--- src/rtl/pps_task_scheduler.sv ---
// Per-second task scheduler: programmable per-channel periods counted on PPS, one shared req/ack consumer port.
// Optional PPS_SCHED_FIXED_PRIO_EN selects lowest-index-first arbitration instead of round-robin.
module pps_task_scheduler #(
  parameter int NUM_CH   = 4,
  parameter int CH_W     = 2,
  parameter int PERIOD_W = 16
) (
  input  logic                clk_50m,
  input  logic                reset_n,
  input  logic                pps,
  input  logic [NUM_CH-1:0]   ch_enable,
  input  logic                period_wr,
  input  logic [CH_W-1:0]     period_ch,
  input  logic [PERIOD_W-1:0] period_data,
  output logic                task_req,
  output logic [CH_W-1:0]     task_id,
  input  logic                task_ack,
  output logic [NUM_CH-1:0]   pending,
  output logic [NUM_CH-1:0]   overrun,
  input  logic                overrun_clr
);

  typedef enum logic [0:0] {
    ST_IDLE = 1'b0,
    ST_REQ  = 1'b1
  } state_t;

  state_t              state_r;
  logic                task_req_r;
  logic [CH_W-1:0]     task_id_r;
  logic [NUM_CH-1:0]   pending_r;
  logic [NUM_CH-1:0]   overrun_r;
  logic [PERIOD_W-1:0] cnt_r    [NUM_CH];
  logic [PERIOD_W-1:0] period_r [NUM_CH];

  logic [NUM_CH-1:0]   ack_vec_s;
  logic [NUM_CH-1:0]   wr_hit_s;
  logic [NUM_CH-1:0]   fire_s;
  logic [NUM_CH-1:0]   overrun_set_s;
  logic [CH_W-1:0]     winner_s;
  logic                found_s;

  // Compare at PERIOD_W+1 bits so an all-ones period never wraps; period 0 behaves as 1.
  function automatic logic period_reached(input logic [PERIOD_W-1:0] cnt,
                                          input logic [PERIOD_W-1:0] period);
    logic [PERIOD_W:0] eff;
    eff = (period == {PERIOD_W{1'b0}}) ? {{PERIOD_W{1'b0}}, 1'b1} : {1'b0, period};
    return ({1'b0, cnt} + {{PERIOD_W{1'b0}}, 1'b1}) >= eff;
  endfunction

  // Per-channel fire, ack and overrun decode for this cycle.
  always_comb begin
    ack_vec_s     = {NUM_CH{1'b0}};
    wr_hit_s      = {NUM_CH{1'b0}};
    fire_s        = {NUM_CH{1'b0}};
    overrun_set_s = {NUM_CH{1'b0}};
    for (int i = 0; i < NUM_CH; i++) begin
      ack_vec_s[i]     = (state_r == ST_REQ) && task_ack && (task_id_r == CH_W'(i));
      wr_hit_s[i]      = period_wr && (period_ch == CH_W'(i));
      fire_s[i]        = pps && ch_enable[i] && !wr_hit_s[i] && period_reached(cnt_r[i], period_r[i]);
      overrun_set_s[i] = fire_s[i] && pending_r[i] && !ack_vec_s[i];
    end
  end

`ifdef PPS_SCHED_FIXED_PRIO_EN
  // Fixed priority: descending scan so the lowest pending index is written last.
  always_comb begin
    winner_s = {CH_W{1'b0}};
    found_s  = 1'b0;
    for (int k = NUM_CH - 1; k >= 0; k--) begin
      winner_s = pending_r[k] ? CH_W'(k) : winner_s;
      found_s  = found_s | pending_r[k];
    end
  end
`else
  logic [CH_W-1:0]     last_r;
  logic [2*NUM_CH-1:0] rot_full_s;
  logic [NUM_CH-1:0]   rot_s;
  logic [CH_W:0]       off_s;
  logic [CH_W:0]       sum_s;

  // Round-robin: rotate pending so bit 0 is last+1, take the lowest set offset, map back modulo NUM_CH.
  always_comb begin
    rot_full_s = {pending_r, pending_r} >> ({1'b0, last_r} + {{CH_W{1'b0}}, 1'b1});
    rot_s      = rot_full_s[NUM_CH-1:0];
    off_s      = {(CH_W+1){1'b0}};
    found_s    = 1'b0;
    for (int k = NUM_CH - 1; k >= 0; k--) begin
      off_s   = rot_s[k] ? (CH_W+1)'(k) : off_s;
      found_s = found_s | rot_s[k];
    end
    sum_s    = {1'b0, last_r} + {{CH_W{1'b0}}, 1'b1} + off_s;
    winner_s = (sum_s >= (CH_W+1)'(NUM_CH)) ? CH_W'(sum_s - (CH_W+1)'(NUM_CH)) : CH_W'(sum_s);
  end
`endif

  // Period registers, second counters, pending and sticky overrun flags.
  always_ff @(posedge clk_50m) begin
    if (!reset_n) begin
      for (int i = 0; i < NUM_CH; i++) begin
        cnt_r[i]    <= {PERIOD_W{1'b0}};
        period_r[i] <= {{(PERIOD_W-1){1'b0}}, 1'b1};
      end
      pending_r <= {NUM_CH{1'b0}};
      overrun_r <= {NUM_CH{1'b0}};
    end else begin
      for (int i = 0; i < NUM_CH; i++) begin
        if (wr_hit_s[i]) begin
          period_r[i] <= period_data;
          cnt_r[i]    <= {PERIOD_W{1'b0}};
        end else if (pps) begin
          if (!ch_enable[i] || fire_s[i]) begin
            cnt_r[i] <= {PERIOD_W{1'b0}};
          end else begin
            cnt_r[i] <= cnt_r[i] + {{(PERIOD_W-1){1'b0}}, 1'b1};
          end
        end
      end
      // A same-cycle fire keeps the flag set even when the channel is being acked.
      pending_r <= fire_s | (pending_r & ~ack_vec_s);
      overrun_r <= overrun_set_s | (overrun_clr ? {NUM_CH{1'b0}} : overrun_r);
    end
  end

  // Arbiter FSM with registered request and channel id.
  always_ff @(posedge clk_50m) begin
    if (!reset_n) begin
      state_r    <= ST_IDLE;
      task_req_r <= 1'b0;
      task_id_r  <= {CH_W{1'b0}};
`ifndef PPS_SCHED_FIXED_PRIO_EN
      last_r     <= CH_W'(NUM_CH - 1);
`endif
    end else begin
      case (state_r)
        ST_IDLE: begin
          if (found_s) begin
            task_id_r  <= winner_s;
`ifndef PPS_SCHED_FIXED_PRIO_EN
            last_r     <= winner_s;
`endif
            task_req_r <= 1'b1;
            state_r    <= ST_REQ;
          end
        end
        ST_REQ: begin
          if (task_ack) begin
            task_req_r <= 1'b0;
            state_r    <= ST_IDLE;
          end
        end
        default: begin
          task_req_r <= 1'b0;
          state_r    <= ST_IDLE;
        end
      endcase
    end
  end

  assign task_req = task_req_r;
  assign task_id  = task_id_r;
  assign pending  = pending_r;
  assign overrun  = overrun_r;

endmodule

--- config.mk ---
export PLATFORM = sky130hd
export DESIGN_NAME = pps_task_scheduler
export DESIGN_NICKNAME = d
export VERILOG_FILES = /design/src/rtl/pps_task_scheduler.sv
export SDC_FILE = /design/constraint.sdc
export NUM_CORES = 1
export LEC_CHECK = 0
export BUFFER_PORTS_ARGS = -buffer_cell sky130_fd_sc_hd__buf_2
export CORE_UTILIZATION = 45
export DETAILED_ROUTE_END_ITERATION = 7
export PLACE_DENSITY_LB_ADDON = 0.3
export SYNTH_ARGS = -nofsm -noshare
export SYNTH_HDL_FRONTEND = slang
export SYNTH_SLANG_ARGS = --single-unit
export TNS_END_PERCENT = 20
--- constraint.sdc ---
create_clock -name clk_50m -period 4.1 [get_ports clk_50m]
set_input_delay 0.41 -clock clk_50m [delete_from_list [all_inputs] [get_ports clk_50m]]
set_output_delay 0.41 -clock clk_50m [all_outputs]
set_load 0.05 [all_outputs]
Word-level counts from Yosys, hierarchy flattened
Memories as Yosys holds them, arrays and structs flattened.
Cells that the tools add are included.
{"block": "totals", "ram_bits": 128, "output_inout_bits": 11, "ff_bits": 14, "wordCells": 195, "mem_count": 2}
{"memory": "cnt_r", "words": 4, "word_bits": 16, "rd": 4, "rd_clocked_by_memory_dff": 0, "wr": 4, "line": "33", "rtl": "logic [PERIOD_W-1:0] cnt_r [NUM_CH];"}
{"memory": "period_r", "words": 4, "word_bits": 16, "rd": 4, "rd_clocked_by_memory_dff": 0, "wr": 4, "line": "34", "rtl": "logic [PERIOD_W-1:0] period_r [NUM_CH];"}
{"block": "classes", "n_eq_ne": 8, "reduce_logical": 53, "n_lt_le_gt_ge": 5, "mux": 85, "bitwise_logic": 24, "shifts": 1, "addsub": 11}
{"operator": "16-bit two-way mux", "count": 20}
{"operator": "16-bit by 1-bit adder with 17-bit output, second input constant", "count": 4}
{"operator": "17-bit by 16-bit >= comparator with 1-bit output", "count": 4}
{"operator": "16-bit by 1-bit adder with 16-bit output, second input constant", "count": 4}
{"operator": "16-bit logical NOT", "count": 4}
{"operator": "1-bit two-way mux", "count": 57}
{"operator": "1-bit logical AND", "count": 29}
{"operator": "1-bit bitwise OR", "count": 19}
{"operator": "1-bit logical NOT", "count": 12}
{"operator": "2-bit two-way mux", "count": 5}
{"operator": "2-bit == test, second input constant", "count": 4}
{"operator": "4-bit bitwise OR", "count": 2}
{"operator": "8-bit by 3-bit right shift with 4-bit output", "count": 1}
{"operator": "4-bit AND", "count": 1}
{"operator": "2-bit by 1-bit == test with 1-bit output, second input constant", "count": 2}
{"operator": "2-bit logical NOT", "count": 2}
{"operator": "1-bit logical OR", "count": 4}
{"operator": "4-bit two-way mux", "count": 1}
{"operator": "2-bit inequality test, second input constant", "count": 2}
{"operator": "4-bit NOT", "count": 1}
{"operator": "1-bit case mux with 2 select lines", "count": 2}
{"operator": "2-bit AND reduction", "count": 2}
{"operator": "2-bit by 1-bit adder with 3-bit output, second input constant", "count": 1}
{"operator": "3-bit by 2-bit adder with 3-bit output", "count": 1}
{"operator": "other kinds (3)", "count": 3}

Depth between registers and ports, before layout
Gate-level depths: netlist (run 1).
{"block": "logic_depth", "ltp_word": 13, "mapped_depth": 14, "mapped_depth_nobuf": 13}

Least setup slack after synthesis (run 1)
OpenSTA, ideal clock, no wires.
{"block": "synth_timing", "path_type": "register to register", "startpoint": "memory cnt_r[1][0]", "endpoint": "memory cnt_r[1][0], data pin", "t_required_ps": 3842, "t_arrival_ps": 2628, "path_stages_with_launch": 14, "setup_ps": 258, "path_buffers": 1, "synth_period_minus_slack_ps": 2886, "path_slack_ps": 1214, "path_cell_list": "edfxtp_1 -> ha_1 -> and2_1 -> and2_1 -> and3_1 -> xor2_1 -> ha_1 -> nand4_1 -> nor4b_1 -> o2111ai_1 -> o211ai_1 -> or2_4 -> buf_6 -> nor2_1"}
{"item": "start, declared", "line": "33"}

==> metrics.md, run 1 <==
| Metric | Value |
|---|---|
| Status | `completed` |
| Share of synthesized cell area in full adder, half adder and majority cells | `10.37%` |
| Syn_area_per_cell | `10.81 um2` |
| Sequential-to-total area share from yosys stat | `about half` |
| Cell variety after synth | `57` |
| Detailed Route WL | `16880 um` |
| Num rows | `49` |
| Drt wl/cell | `15.91 um` |
| TritonCTS clock tree | `yes` |
| Commonest non-fill, non-tap cell in the layout | `edfxtp_1` |
| Slowest-stage cell, CP | `edfxtp_1` |
| # setup viols final | `0` |
| Fin nets | `about 920` |
| Clk pin slew, worst setup/hold paths | `0.06 ns` |
| Via-to-Cell Ratio | `5.273` |
| WHS | `0.2947 ns` |
| Logic gate share of total power | `roughly 11%` |
| Min-Delay Path Class | `in -> reg` |
| Worst setup SP type | `register` |
| RSZ-0062 raised after global routing | `no` |
| Initial Util | `46.17%` |
| Grt peak-use layer | `met2` |
| CP Buf/Inv Count | `0` |
| Critical path type | `reg -> reg` |
| Internal | `2680 uW` |
| Worst Tran Pin Value | `1.114 ns` |
| Yosys warnings | `0` |
| Die Area | `around 19000 um2` |
| Final min period | `between 3 and 4 ns` |
| Register share of total power | `between 40% and 50%` |
| Share of layout cells above drive strength 1 | `approximately 13%` |
| Clk sinks | `142` |
| Die width | `around 140 um` |
| Period utilisation layout | `78.29%` |
| Post-synthesis simple-gate area fraction | `a little under a quarter` |
| Post-CTS Resized | `0` |
| Cell Area, Synth | `8322 um2` |
| Core area | `18020 um2` |
| Total gr overflow | `0` |
| Syn_nets | `around 870` |
| Met3 Usage GRT | `4.934%` |
| GR met1 Demand/Resource | `26.29%` |
| Port Buf Inserts | `38` |
| Fillers | `1628` |
| Xor/xnor cell area share of the yosys netlist | `5.999%` |
| Critical Path AT | `3.49 ns` |
| Max Cap Violations | `0` |
| Area grow syn2layout | `11.61%` |
| LEAKAGE | `0.003862 uW` |
| Synth Area in Compound Gates | `around 6.9%` |
| Total Routing Usage GR | `~19%` |
| Total Power | `3601 uW` |
| Clk_skew | `0.005735 ns` |
| Slew HR | `25.19%` |
| DR iter-0 viols | `407` |
| Global-route wire length before repair | `about 27000 um` |
| TNS Setup | `0 ns` |
| Switching share of power | `between 20% and 30%` |
| Synth async-reset ratio | `0%` |
| Post-synth top flop | `edfxtp_1` |
| Core Util, Final | `51.53%` |
| Highest clock rate | `311.5 MHz` |
| Most frequent cells in the layout | `edfxtp_1 (128), inv_1 (79), ha_1 (69)` |
| Hold-fix buffers, CTS | `0` |
| Largest family of logic cells by synthesized area | `simple AND/OR/NAND/NOR gates` |
| Peak fanout along the critical path | `16` |
| GRT met2 Usage | `30.22%` |
| CP Data Required Time | `4.38 ns` |
| Antenna-violating nets left | `0` |
| Peak supply drop | `0.3155 mV` |
| CTS H-Tree Depth | `4` |
| CTS root buffer | `clkbuf_16` |
| GP Congestion | `0.8422` |
| Pre-CTS WS | `0.9190 ns` |
| Critical Path Max Stage Delay | `about 0.43 ns` |
| Router iterations before antenna repair | `5` |
| Switching pwr | `920.7 uW` |
| Io pins | `39` |
| Pin count of the biggest net entering global routing | `20` |
| Post-DP HPWL | `12580 um` |
| PwrDens | `387.7 nW/um2` |
| Drt drc | `0` |
| Total CTS buffers | `17` |
| Vias in the first global route | `5352` |
| Clk pwr share | `39.8%` |
| Synthesized instance count | `770` |
| Number of enable flip-flop cells after synthesis | `128` |
| Max-slew violations | `0` |
| Crit-path cells | `ha_1, and2_1, and4_4, and3_1, nand3_1, xnor2_1, ha_1, a21oi_1, nor2b_1, a311oi_1, o211ai_1, or2_4, nor2b_1` |
| Clock Latency Late Sink | `between 0.4 and 0.5 ns` |
| Worst setup margin | `0.8901 ns` |
| Die Ht | `roughly 140 um` |
| Crit end category | `register` |
| Vias | `5595` |
| CP top delay family | `simple AND/OR/NAND/NOR gates` |
| Seq cells post-synth | `142` |
| CTS max path bufs | `2` |
| Setup Buffers After CTS | `0` |
| Final Hold Violating Endpoints | `0` |
| Antenna violations before repair | `1` |
| Post-synthesis mux area share | `0%` |
## per-stage QoR
step	std cells	cell area (um2)
after CTS	1060	9285
after global placement	1028	8742
after floorplan	770	8322
after detailed placement	1028	8742
after global routing	1060	9285
final	1061	9288
## logic make-up (layout without fill, tap and decap cells)
kind of cell / after synthesis / count (layout)
adder cells (fa/ha/maj): 69 / 69
flip-flops: 142 / 142
AO/OA/AOI/OAI: 86 / 86
XOR/XNOR: 57 / 57
buffers and inverters: 90 / 151
AND/OR/NAND/NOR: 326 / 326
other: 0 / 1
## synthesized netlist by cell type, drive strengths merged, types with 2 or more instances
cell	count	area share [%]
edfxtp	128	46
inv	79	3.6
ha	69	10
and2	64	4.8
nor2b	59	4.9
nand2	44	2.0
nor2	39	1.8
xnor2	37	3.9
nand3	34	2.2
a21oi	27	1.6
o21ai	20	1.2
xor2	20	2.1
nor3	18	1.1
nand4	17	1.4
dfxtp	14	3.4
nor4	14	1.1
and3	11	0.89
and4	10	1.1
a211oi	8	0.78
clkbuf	7	0.32
a21o	5	0.45
or3	5	0.50
a41o	4	0.48
buf	4	0.54
nand2b	4	0.30
o21bai	4	0.36
a311oi	3	0.39
o31ai	3	0.27
or2	3	0.26
a2111oi	2	0.23
nor3b	2	0.24
o22ai	2	0.15
## cell type report
cell class,instances,area (um2),area share [%]
clock buffers,20,446.7,4.809
repair buffers,40,205.2,2.209
inverters,79,296.5,3.193
flip-flops and latches,142,4124,44.40
well taps,229,286.5,3.085
multi-input cells,538,3830,41.24
clock inverters,12,96.34,1.037
diodes,1,2.502,0.02694
## power by group through the flow
stage / registers [uW] / clock network, uW / logic, uW
final: 1760 / 1430 / 410
after floorplan: 1780 / 0 / 285
after global routing: 1770 / 1510 / 467
after CTS: 1760 / 1450 / 413
after global placement: 1780 / 0 / 404
after detailed placement: 1790 / 0 / 409
## metal layers
layer	part of all wire, %	up-vias
met3	5.4	23
li1	-	2834
met4	1.3	2
met1	47	2626
met2	46	110
met5	0.077	-
## worst paths after layout
kind,startpoint,cells after the start,endpoint,slack [ns]
worst min register to register,overrun[3],2,overrun[3],0.46
worst max register to register,cnt_r[1][0],13,cnt_r[1][3],0.89
worst max-delay path,cnt_r[1][0],13,cnt_r[1][3],0.89
worst min-delay path,reset_n,2,last_r[0],0.29
## registers in the layout, summed over array words and instances (netlist names)
signal	count
period_r	64
pending	4
last_r	2
cnt_r	64
overrun	4
task_id	2
state_r	1
task_req	1
(Power assumes the default switching activity.)
==> inputs of run 2 (changes only) <==
- clock period: 4.1 -> 3.21 ns (I/O delays scaled with it)
==> run 2 against run 1 <==
Against the previous run: clock skew up 0.0017 ns; setup slack worse by 0.73 ns; maximum frequency up 5.4%; die area unchanged; clock-buffer cell count up 5; total power up 31%; register-to-register slack worse by 0.73 ns; sequential share of layout area down 1.2 points; wire length up 4.3%; critical path depth unchanged; sequential cell count unchanged.
==> metrics.md, run 2 (same netlist as run 1, synthesis figures left out) <==
| Metric | Value |
|---|---|
| Fillers | `between 1.5k and 2k` |
| Core area | `18020 um2` |
| Clk sinks | `142` |
| Total Routing Usage GR | `20.03%` |
| Die width | `roughly 140 um` |
| Router iterations before antenna repair | `5` |
| Period utilisation layout | `94.88%` |
| Peak supply drop | `0.4207 mV` |
| Share of layout cells above drive strength 1 | `16.33%` |
| Antenna violations before repair | `1` |
| Critical path type | `reg -> reg` |
| Hold endpoint | `last_r[0]` |
| Vias in the first global route | `5567` |
| Vias | `around 5.7k` |
| Most frequent cells in the layout | `edfxtp_1 (128), inv_1 (79), ha_1 (66)` |
| Highest clock rate | `328.3 MHz` |
| Detailed Route WL | `~18000 um` |
| Flop-to-flop setup slack | `0.16 ns` |
| Core Util, Final | `52.92%` |
| Critical path depth in cells | `13` |
| Worst Tran Pin Value | `between 0.7 and 0.8 ns` |
| FF-to-FF End | `cnt_r[1][3]` |
| Slew HR | `48.61%` |
| CTS max path bufs | `2` |
| RSZ-0062 raised after global routing | `yes` |
| Via-to-Cell Ratio | `approximately 5.3` |
| # setup viols final | `0` |
| Drt drc | `0` |
| Min-Delay Path Class | `in -> reg` |
| Hold path depth | `2` |
| Global-route wire length before repair | `28250 um` |
| Total CTS buffers | `17` |
| GP Congestion | `0.8483` |
| Area grow syn2layout | `14.61%` |
| Num rows | `between 40 and 50` |
| Hold-fix buffers, CTS | `0` |
| Pin count of the biggest net entering global routing | `20` |
| Slowest-stage cell, CP | `edfxtp_1` |
| Status | `completed` |
| CP top delay family | `simple AND/OR/NAND/NOR gates` |
| Antenna-violating nets left | `0` |
| Crit end category | `register` |
| Max Cap Violations | `0` |
| Post-DP HPWL | `12800 um` |
| Io pins | `39` |
| Drt wl/cell | `16.39 um` |
| Critical Path Max Stage Delay | `approximately 0.45 ns` |
| Die Ht | `roughly 140 um` |
| Clk_skew | `0.007407 ns` |
| Clock Latency Late Sink | `about 0.43 ns` |
| Clk pin slew, worst setup/hold paths | `approximately 0.060 ns` |
| Total gr overflow | `0` |
| Critical Path AT | `about 3.2 ns` |
| CP Data Required Time | `3.39 ns` |
| Hold_sp | `reset_n` |
| WHS | `0.2174 ns` |
| Worst R2R Path Depth | `13` |
| Biggest regs | `cnt_r x64, period_r x64` |
| Final Hold Violating Endpoints | `0` |
| Port Buf Inserts | `38` |
| DR iter-0 viols | `455` |
| Reg2reg start | `cnt_r[1][1]` |
| Initial Util | `between 40% and 50%` |
| LEAKAGE | `between 0.003 and 0.004 uW` |
| PwrDens | `493.1 nW/um2` |
| TritonCTS clock tree | `yes` |
| CTS H-Tree Depth | `4` |
| Commonest non-fill, non-tap cell in the layout | `edfxtp_1` |
| Crit-path cells | `ha_4, and2_4, and2_1, and3_1, xor2_1, ha_1, nand4_1, buf_4, a211oi_2, a211oi_1, o211ai_1, or2_4, nor2b_1` |
| CP Buf/Inv Count | `1` |
| Die Area | `19040 um2` |
| Fin nets | `929` |
| Peak fanout along the critical path | `8` |
| Antenna fix cells | `0` |
| CTS root buffer | `clkbuf_16` |
| Max-slew violations | `0` |
| Worst setup SP type | `register` |
| Final min period | `3.046 ns` |
[run 2: metal layers]
metal / global-route usage (%) / routed length (um) / part of all wire, %
met1: 26.94 / 8091 / 46
met2: 31.89 / 8465 / 48
met3: 4.532 / 839 / 4.8
met4: 6.522 / 209 / 1.2
met5: 0 / 0 / 0
[run 2: area by class of cell]
cell class / instances / area [um2] / share of cell area, %
clock buffers: 25 / 528.0 / 5.536
clock inverters: 7 / 47.55 / 0.4985
flip-flops and latches: 142 / 4124 / 43.24
inverters: 79 / 296.5 / 3.109
repair buffers: 53 / 302.8 / 3.175
multi-input cells: 539 / 3953 / 41.44
well taps: 229 / 286.5 / 3.004
[run 2: power by group]
part           internal (uW)  total (uW)  switching [uW]
Sequential              2150        2250            99.3
Clock                   1140        1900             757
Combinational            221         558             337
[run 2: timing repair]
item                                    CTS  global route
resized for setup                         0            24
pin swaps                                 0            15
endpoints found under the setup margin    2            44
gates cloned                              0             1
buffers inserted                          0             8
[run 2: per-stage QoR]
step           total power [uW]  setup TNS, ns  worst slack, ns  area, um2  instances
2_1_floorplan              2641              0           0.3236       8322        770
3_3_place_gp               2803              0          0.09344       8780       1033
6_report                   4703              0           0.1644       9538       1074
3_5_place_dp               2811              0          0.05656       8780       1033
4_1_cts                    4714       -0.01381        -0.007209       9355       1065
5_1_grt                    4901        -0.1994         -0.03989       9538       1074
[run 2: worst max path at each step]
stage           startpoint  slack, ns     endpoint
6_report       cnt_r[1][1]       0.16  cnt_r[1][3]
5_1_grt        cnt_r[1][1]      -0.04  cnt_r[1][3]
4_1_cts        cnt_r[1][1]     -0.007  cnt_r[1][4]
3_5_place_dp   cnt_r[1][1]       0.06  cnt_r[1][4]
3_3_place_gp   cnt_r[1][1]       0.09  cnt_r[1][2]
2_1_floorplan  cnt_r[1][0]       0.32  cnt_r[1][0]
==> inputs of run 3 (changes only) <==
- CORE_ASPECT_RATIO: default -> 1.25
- clock period: 3.21 -> 2.6 ns (I/O delays scaled with it)
==> run 3 against run 2 <==
Against the previous run: the flow now finishes with violations (setup timing); final cell count is 6.7% higher; clock power up 21%; non-clock buffer count rose by 70; via count rose by 6.7%; hold slack lost 0.066 ns; first-iteration DRC count fell by 44%; clock skew increased by 0.0022 ns; sequential power rose by 23%; maximum frequency increased by 1.7%; global-route usage increased by 0.74 points; critical path type unchanged; critical endpoint is now overrun[1].
==> metrics.md, run 3 (same netlist as run 1, synthesis figures left out) <==
| Metric | Value |
|---|---|
| Max Cap Violations | `0` |
| Clk pin slew, worst setup/hold paths | `0.06 ns` |
| Total gr overflow | `0` |
| Global-route wire length before repair | `29770 um` |
| Pin count of the biggest net entering global routing | `17` |
| DR iter-0 viols | `253` |
| LEAKAGE | `0.004395 uW` |
| Num rows | `between 50 and 60` |
| RSZ-0062 raised after global routing | `yes` |
| Die Ht | `roughly 150 um` |
| CTS root buffer | `clkbuf_16` |
| FF-to-FF End | `overrun[1]` |
| Initial Util | `between 40% and 50%` |
| Highest clock rate | `333.9 MHz` |
| WHS | `0.1516 ns` |
| Critical Path End | `overrun[1]` |
| Final min period | `2.995 ns` |
| Peak fanout along the critical path | `3` |
| Worst Tran Pin Value | `0.7933 ns` |
| Core Util, Final | `56.75%` |
| Area grow syn2layout | `23.43%` |
| Slew HR | `approximately 47%` |
| Max-slew violations | `0` |
| Hold-fix buffers, CTS | `0` |
| Clk_skew | `0.009636 ns` |
| Reg2reg start | `cnt_r[1][0]` |
| Flop-to-flop setup slack | `-0.39 ns` |
| Via-to-Cell Ratio | `5.280` |
| Fin nets | `1001` |
| Detailed Route WL | `18730 um` |
| PwrDens | `575.5 nW/um2` |
| Total Routing Usage GR | `20.78%` |
| Critical path type | `reg -> reg` |
| Fillers | `between 1.5k and 2k` |
| Post-DP HPWL | `between 10000 and 15000 um` |
| Vias | `approximately 6k` |
| Crit-path cells | `ha_2, and2_4, and2_4, and3_4, xor2_2, ha_1, nand4_1, buf_4, nor4b_4, o2111ai_1, o211ai_1, buf_4, or2b_1, o21ai_1` |
| Commonest non-fill, non-tap cell in the layout | `edfxtp_1` |
| CP Buf/Inv Count | `2` |
| Most frequent cells in the layout | `edfxtp_1 (128), buf_4 (84), inv_1 (79)` |
| Die width | `123.6 um` |
| GP Congestion | `0.8763` |
| Crit end category | `register` |
| Period utilisation layout | `115.2%` |
| Clk sinks | `142` |
| Antenna-violating nets left | `0` |
| Worst setup margin | `-0.3947 ns` |
| TNS Setup | `-16.57 ns` |
| Port Buf Inserts | `38` |
| Worst setup SP type | `register` |
| Critical path depth in cells | `14` |
| Core area | `18100 um2` |
| Io pins | `39` |
| Violated checks | `setup timing` |
| Clock Latency Late Sink | `0.42 ns` |
| Total CTS buffers | `17` |
| Min-Delay Path Class | `in -> reg` |
| Drt drc | `0` |
| Biggest regs | `cnt_r x64, period_r x64` |
| CTS H-Tree Depth | `4` |
| Slowest-stage cell, CP | `edfxtp_1` |
| Critical Path AT | `3.35 ns` |
| Router iterations before antenna repair | `5` |
| TritonCTS clock tree | `yes` |
| Antenna violations before repair | `0` |
| Worst R2R Path Depth | `14` |
| Critical Path Max Stage Delay | `0.39 ns` |
| # setup viols final | `71` |
| Drt wl/cell | `16.34 um` |
| CP Data Required Time | `2.95 ns` |
| Peak supply drop | `about 0.46 mV` |
| CTS max path bufs | `2` |
| CP top delay family | `simple AND/OR/NAND/NOR gates` |
| Final Hold Violating Endpoints | `0` |
| Status | `finished with violations` |
| Vias in the first global route | `5962` |
| CP Launch Point | `cnt_r[1][0]` |
| Die Area | `19040 um2` |
| Share of layout cells above drive strength 1 | `26.28%` |
## run 3: cell count changes in the layout (fill, tap and decap cells not counted), moves of 4 or more
cell	before	now
nor2b_1	43	39
clkinvlp_4	0	4
nor2b_2	16	20
xnor2_1	34	30
buf_4	15	84
## run 3: layout make-up
| type | instances | area, um2 | share of cell area (%) |
|---|---|---|---|
| Multi-Input combinational cell | 541 | 4165 | 40.55 |
| Antenna cell | 1 | 2.502 | 0.02436 |
| Clock buffer | 21 | 481.7 | 4.690 |
| Timing Repair Buffer | 123 | 832.0 | 8.101 |
| Sequential cell | 142 | 4124 | 40.15 |
| Inverter | 79 | 296.5 | 2.887 |
| Clock inverter | 11 | 83.83 | 0.8162 |
| Tap cell | 228 | 285.3 | 2.777 |
## run 3: worst min path at each step
stage | from | to | cells past startpoint
after floorplan | reset_n | overrun[2] | 2
after global placement | overrun[2] | overrun[2] | 2
after detailed placement | overrun[2] | overrun[2] | 2
after CTS | reset_n | last_r[0] | 2
after global routing | reset_n | last_r[0] | 2
final | reset_n | last_r[0] | 2
## run 3: where the power goes
group	switching, uW	internal [uW]	total [uW]
clock	972	1330	2300
sequential	110	2650	2760
combinational	485	363	848
## run 3: per-layer routing
layer / vias up / GRT usage [%] / share of wire (%)
li1: 3020 / - / -
met1: 2900 / 27.17 / 43
met2: 106 / 34.15 / 51
met3: 25 / 4.525 / 4.1
met4: 0 / 6.081 / 1.6
met5: - / 0 / 0
## run 3: what timing repair did
item                                    in CTS  in global routing
cloned                                       2                  1
buffers inserted                             2                  3
endpoints found under the setup margin      71                 72
pin swaps                                   27                 22
resized for setup                           29                 33
## run 3: metrics by stage
stage	instance area (um2)	std cells	setup slack, ns	total power (uW)
2_1_floorplan	8335	770	-0.1865	3262
3_3_place_gp	9348	1106	-0.3037	3550
3_5_place_dp	9348	1106	-0.4244	3566
4_1_cts	10070	1141	-0.3310	5901
5_1_grt	10270	1145	-0.5525	6154
6_report	10270	1146	-0.3947	5911
